$ cat config.mk
export PLATFORM = sky130hd
export DESIGN_NAME = spi_ram_master
export DESIGN_NICKNAME = d
export VERILOG_FILES = /design/src/rtl/wrapper_package.sv /design/src/rtl/spi_ram_arbiter.sv /design/src/rtl/spi_ram_master.sv
export SDC_FILE = /design/constraint.sdc
export NUM_CORES = 1
export LEC_CHECK = 0
export CORE_MARGIN = 4
export CORE_UTILIZATION = 25
export CTS_CLUSTER_DIAMETER = 150
export DETAILED_ROUTE_END_ITERATION = 6
export GPL_TIMING_DRIVEN = 0
export PLACE_DENSITY = 0.42
export SYNTH_ARGS = -nofsm -noshare
export SYNTH_HDL_FRONTEND = slang
export SYNTH_SLANG_ARGS = --single-unit
export TNS_END_PERCENT = 20
$ cat constraint.sdc
create_clock -name clk -period 4.5 [get_ports clk]
set_clock_uncertainty 0.05 [all_clocks]
set_input_delay 0.9 -clock clk [delete_from_list [all_inputs] [get_ports clk]]
set_output_delay 0.9 -clock clk [all_outputs]
set_load 0.1 [all_outputs]
$ cat src/rtl/wrapper_package.sv
// Shared types for the SPI RAM master: command and FSM encodings, frame size, frame builder.
// Optional build macro SPI_MASTER_RR_ARB_EN is consumed by spi_ram_arbiter only.
package wrapper_package;

    localparam int FRAME_BITS = 11;

    typedef enum logic [1:0] {
        WR_ADDR = 2'b00,
        WR_DATA = 2'b01,
        RD_ADDR = 2'b10,
        RD_DATA = 2'b11
    } spi_cmd_e;

    typedef enum logic [2:0] {
        IDLE,
        GRANT,
        SEL_LOW,
        SHIFT,
        RD_WAIT,
        RD_SHIFT,
        GAP,
        RESP
    } master_state_e;

    // Frame word as sent MSB first: sel (a copy of cmd[1]), cmd[1:0], payload[7:0].
    function automatic logic [FRAME_BITS-1:0] build_frame(input spi_cmd_e cmd,
                                                          input logic [7:0] payload);
        logic [1:0] c;
        c = cmd;
        return {c[1], c, payload};
    endfunction

endpackage

$ cat src/rtl/spi_ram_arbiter.sv
// Two-requester arbiter: combinational grant, registered last-granted pointer.
// SPI_MASTER_RR_ARB_EN selects round-robin ties; otherwise requester 0 always wins.
module spi_ram_arbiter (
    input  logic       clk,
    input  logic       rst,
    input  logic [1:0] req_valid,
    input  logic       take,
    output logic       gnt_any,
    output logic       gnt_id,
    output logic       last_id
);

    assign gnt_any = |req_valid;

    // NOTE: every always_comb output gets a default first so no path can infer a latch.
    always_comb begin
        gnt_id = 1'b0;
`ifdef SPI_MASTER_RR_ARB_EN
        if (&req_valid)
            gnt_id = ~last_id;
        else
            gnt_id = req_valid[1];
`else
        if (!req_valid[0])
            gnt_id = 1'b1;
`endif
    end

    // Resetting to 1 makes requester 0 the winner of the first round-robin tie.
    always_ff @(posedge clk) begin
        if (rst)
            last_id <= 1'b1;
        else if (take)
            last_id <= gnt_id;
    end

endmodule

$ cat src/rtl/spi_ram_master.sv
// Two-port SPI RAM master: arbitrates requests and expands each into an address frame
// plus a data frame on SS_n/MOSI, capturing read data from MISO. Macro: SPI_MASTER_RR_ARB_EN.
module spi_ram_master
    import wrapper_package::*;
#(
    parameter int ADDR_W   = 8,
    parameter int MISO_DLY = 2
) (
    input  logic                clk,
    input  logic                rst,
    input  logic [1:0]          req_valid,
    output logic [1:0]          req_ready,
    input  logic [1:0]          req_rw,
    input  logic [2*ADDR_W-1:0] req_addr,
    input  logic [15:0]         req_wdata,
    output logic                rsp_valid,
    output logic                rsp_id,
    output logic [7:0]          rsp_rdata,
    output logic                busy,
    output logic                SS_n,
    output logic                MOSI,
    input  logic                MISO
);

    localparam int WAIT_W = (MISO_DLY > 1) ? $clog2(MISO_DLY) : 1;

    master_state_e           state;
    spi_cmd_e                cur_cmd;
    logic [FRAME_BITS-1:0]   frame;
    logic [3:0]              bit_cnt;
    logic [WAIT_W-1:0]       wait_cnt;
    logic                    second;
    logic                    op_rw;
    logic [ADDR_W-1:0]       op_addr;
    logic [7:0]              op_wdata;
    logic [7:0]              rx;
    logic                    take;
    logic                    gnt_any;
    logic                    gnt_id;
    logic                    last_id;

    assign take = (state == IDLE) && gnt_any;

    spi_ram_arbiter u_arb (
        .clk       (clk),
        .rst       (rst),
        .req_valid (req_valid),
        .take      (take),
        .gnt_any   (gnt_any),
        .gnt_id    (gnt_id),
        .last_id   (last_id)
    );

    // NOTE: sequential state uses non-blocking assignments only, so every register sees
    // the pre-edge value of every other register regardless of statement order.
    always_ff @(posedge clk) begin
        if (rst) begin
            state     <= IDLE;
            req_ready <= 2'b00;
            rsp_valid <= 1'b0;
            rsp_id    <= 1'b0;
            rsp_rdata <= 8'h00;
            busy      <= 1'b0;
            SS_n      <= 1'b1;
            MOSI      <= 1'b0;
            cur_cmd   <= WR_ADDR;
            frame     <= '0;
            bit_cnt   <= '0;
            wait_cnt  <= '0;
            second    <= 1'b0;
            op_rw     <= 1'b0;
            op_addr   <= '0;
            op_wdata  <= '0;
            rx        <= '0;
        end else begin
            req_ready <= 2'b00;
            rsp_valid <= 1'b0;
            case (state)
                IDLE: begin
                    if (take) begin
                        req_ready <= gnt_id ? 2'b10 : 2'b01;
                        busy      <= 1'b1;
                        op_rw     <= req_rw[gnt_id];
                        op_addr   <= req_addr[gnt_id*ADDR_W +: ADDR_W];
                        op_wdata  <= req_wdata[gnt_id*8 +: 8];
                        state     <= GRANT;
                    end
                end

                GRANT: begin
                    cur_cmd <= op_rw ? RD_ADDR : WR_ADDR;
                    frame   <= build_frame(op_rw ? RD_ADDR : WR_ADDR, op_addr);
                    SS_n    <= 1'b0;
                    MOSI    <= op_rw;
                    bit_cnt <= 4'd10;
                    second  <= 1'b0;
                    state   <= SEL_LOW;
                end

                // The check cycle already drives sel (bit 10); SHIFT walks bits 9..0.
                SEL_LOW, SHIFT: begin
                    if (bit_cnt == 4'd0) begin
                        MOSI <= 1'b0;
                        if (cur_cmd == RD_DATA) begin
                            if (MISO_DLY == 0) begin
                                bit_cnt <= 4'd7;
                                state   <= RD_SHIFT;
                            end else begin
                                wait_cnt <= WAIT_W'(MISO_DLY - 1);
                                state    <= RD_WAIT;
                            end
                        end else begin
                            SS_n  <= 1'b1;
                            state <= GAP;
                        end
                    end else begin
                        MOSI    <= frame[bit_cnt - 4'd1];
                        bit_cnt <= bit_cnt - 4'd1;
                        state   <= SHIFT;
                    end
                end

                RD_WAIT: begin
                    if (wait_cnt == '0) begin
                        bit_cnt <= 4'd7;
                        state   <= RD_SHIFT;
                    end else begin
                        wait_cnt <= wait_cnt - 1'b1;
                    end
                end

                RD_SHIFT: begin
                    rx <= {rx[6:0], MISO};
                    if (bit_cnt == 4'd0) begin
                        SS_n  <= 1'b1;
                        state <= GAP;
                    end else begin
                        bit_cnt <= bit_cnt - 4'd1;
                    end
                end

                GAP: begin
                    if (!second) begin
                        second  <= 1'b1;
                        cur_cmd <= op_rw ? RD_DATA : WR_DATA;
                        frame   <= build_frame(op_rw ? RD_DATA : WR_DATA,
                                               op_rw ? 8'h00 : op_wdata);
                        SS_n    <= 1'b0;
                        MOSI    <= op_rw;
                        bit_cnt <= 4'd10;
                        state   <= SEL_LOW;
                    end else begin
                        rsp_valid <= 1'b1;
                        rsp_id    <= last_id;
                        rsp_rdata <= op_rw ? rx : 8'h00;
                        state     <= RESP;
                    end
                end

                RESP: begin
                    busy  <= 1'b0;
                    state <= IDLE;
                end

                default: state <= IDLE;
            endcase
        end
    end

endmodule
==> impl_metrics.py <==
metrics = {
    "routing": {
        "drt-vias-per-instance": 4.77,
        "drc": 0,
        "wl_per_cell_um": 14.6,
        "ant_nets": 0,
        "via_count": 2502,
        "drtIter0Drc": 110,
        "routed_wirelength_um": 7650,
        "first_pass_iters": 4,
    },
    "yosys": {
        "avgSynthCellArea_um2": 8.96,
        "syn-cell-area_um2": 2840,
        "ys_seq_area_frac": 0.423,
        "synth_common_cells": "dfxtp_1, nor2_1, mux2i_1",
        "syn_nets": 358,
        "synth_top_area_frac": 0.423,
        "ys_ff_latch": 60,
        "synth.largest_area_cell": "dfxtp_1",
        "yosysUniqueCellTypes": 50,
        "async_flop_share": 0,
        "synthCells": 317,
        "synth_top_flop_cell": "dfxtp_1",
        "yosysWarningCount": 0,
        "yosys-top-cells-area": "dfxtp_1, mux2i_1, nor2_1, a211oi_1, a21oi_1",
        "yosysMostFrequentCell": "dfxtp_1",
        "synth-edff-count": 0,
    },
    "global_routing": {
        "met3_usage": 0.0291,
        "gr-usage-met1": 0.163,
        "antenna_found_initial": 0,
        "overflow": 0,
        "grt_max_degree": 12,
        "track_usage": 0.123,
        "grt_pass1_wl_um": 12700,
        "grt_busiest_layer": "met2",
        "met2_usage": 0.188,
        "grt_pass1_vias": 2514,
    },
    "setup_path": {
        "slowest_stage": "clkdlybuf4s50_1",
        "critPathKind": "reg -> out",
        "crit_path_cell_trace": "clkdlybuf4s50_1",
        "crit_buf_inv": 1,
        "cp.required_ns": 3.55,
        "endpoint_kind": "output pin",
        "crit_fanout": 3,
        "cpPeakStageDelay_ns": 1.14,
        "startpoint_type": "flip-flop",
        "critPathTopFamily": "buffers and inverters",
        "arrival_ns": 1.80,
    },
    "floorplanning": {
        "rows": 38,
        "die_w_um": 115,
        "core_area_um2": 11000,
        "io-pin-count": 54,
        "initial_utilization": 0.259,
        "die_h_um": 115,
        "die_area_um2": 13100,
    },
    "clock_network": {
        "cts_root_buffer": "clkbuf_16",
        "worstSkewPairLatency_ns": 0.32,
        "clockBufferDepth": 2,
        "clkTransAtPathRegs_ns": 0.06,
        "ctsHoldBuffers": 0,
        "ctsResizeCount": 0,
        "cts_made_buffers": 9,
        "htreeDepth": 3,
        "cts_setup_buffers": 0,
        "numClockSinks": 60,
        "cts_tree": "done",
    },
    "power": {
        "power_leakage_nw": 1.47,
        "power_w": 0.00221,
        "irDropWorstVdd_mv": 0.255,
        "cellPowerDensity_nw_per_um2": 572,
    },
    "place": {
        "routabilityCongestion": 0.790,
        "portBuffers": 53,
        "hpwl_um": 5580,
        "place_area_um2": 3550,
    },
    "timing": {
        "final_max_slew_viol_count": 0,
        "maxSlewHeadroom": 0.350,
        "period_share": 0.611,
        "grt_setup_unrepaired": "false",
        "holdWs_ns": 0.400,
        "setup_violations": 0,
        "hold_violations": 0,
        "fmax_mhz": 363,
        "post-route-min-period_ns": 2.75,
        "worst_pin_slew_ns": 0.971,
        "tns_ns": 0,
    },
    "final_layout": {
        "area_growth_pct": 35.9,
        "stdcell_area_um2": 3860,
        "fin_util": 0.352,
        "diodes": 0,
        "final_nets": 422,
        "drive_above_1_share": 0.101,
    },
    "hold_path": {
        "hold_path.class": "reg -> reg",
    },
    "run_status": {
        "status": "complete, no violations",
    },
    "flow_run": {
        "cap_violations": 0,
    },
}
[flip-flops by register name, summed over array words and instances, names as in the netlist, 2 cells and up]
signal / count
frame: 9
op_addr: 8
op_wdata: 8
rsp_rdata: 8
rx: 8
bit_cnt: 4
state: 3
req_ready: 2
[path summary, 6_finish.rpt]
kind | slack (ns) | start | to | depth (start not counted)
max | 1.75 | busy$_SDFFE_PP0P_ | busy | 1
min | 0.40 | rsp_rdata[3]$_SDFFE_PP0P_ | rsp_rdata[3]$_SDFFE_PP0P_ | 2
max reg2reg | 2.39 | bit_cnt[0]$_SDFFE_PP0P_ | MOSI$_SDFFE_PP0P_ | 7
min reg2reg | 0.40 | rsp_rdata[3]$_SDFFE_PP0P_ | rsp_rdata[3]$_SDFFE_PP0P_ | 2
[cells in the final DEF, fill, tap and decap left out, types with 2 or more instances in the layout]
cell and count:
nand2_1 22, o22ai_1 3, clkbuf_16 9, a311oi_1 9, ha_1 2, clkinv_4 2, buf_2 8, a211oi_1 19
inv_1 5, nand3_1 19, o21ai_0 3, mux4_2 2, nor3_1 7, dfxtp_1 60, a21oi_1 23, o21bai_1 2
nor2b_1 2, clkdlybuf4s50_1 53, bufinv_16 2, buf_1 4, nand2b_1 11, clkbuf_1 8, buf_6 2, buf_4 4
mux2i_1 28, nor2_1 46
[worst register-to-register path, cell delays in order (launching register included)]
cell	delay, ns
dfxtp_1	0.30
buf_2	0.20
inv_1	0.09
ha_1	0.41
mux4_2	0.33
mux2_2	0.28
mux2i_1	0.23
a211oi_1	0.12
[layer usage]
layer  vias to the layer above  part of all wire
li1                       1272                 -
met1                      1141              0.49
met2                        75              0.46
met3                        14             0.038
met4                         0             0.020
met5                         -                 0
[where the power goes]
group	internal, W	switching [W]	leakage, nW
logic	0.000320	0.000461	0.827
clock network	0.000482	0.000245	0.151
registers	0.000633	0.0000668	0.491
[logic make-up (layout without fill, tap and decap cells)]
logic type / count (synthesis) / in the layout / share of synthesized area
compound gates: 73 / 73 / 0.185
mux: 32 / 32 / 0.124
fa+ha+maj: 2 / 2 / 0.00881
flops: 60 / 60 / 0.423
buf+inv: 31 / 99 / 0.0550
xor+xnor: 2 / 2 / 0.00617
simple gates: 117 / 117 / 0.199
[final cells by class]
cell class	instances	area, um2
Clock buffer	9	225
Sequential cell	60	1200
Tap cell	140	175
Buffer	26	138
Fill cell	1138	7120
Timing Repair Buffer	53	531
Inverter	5	18.8
Multi-Input combinational cell	226	1480
Clock inverter	6	90.1
[stage by stage]
stage / cells / worst slack [ns]
after detailed placement: 510 / 1.69
after floorplan: 317 / 2.61
final: 525 / 1.75
after CTS: 525 / 1.73
after global routing: 525 / 1.69
after global placement: 510 / 1.71
No activity file was read; power rests on OpenSTA's default activity.
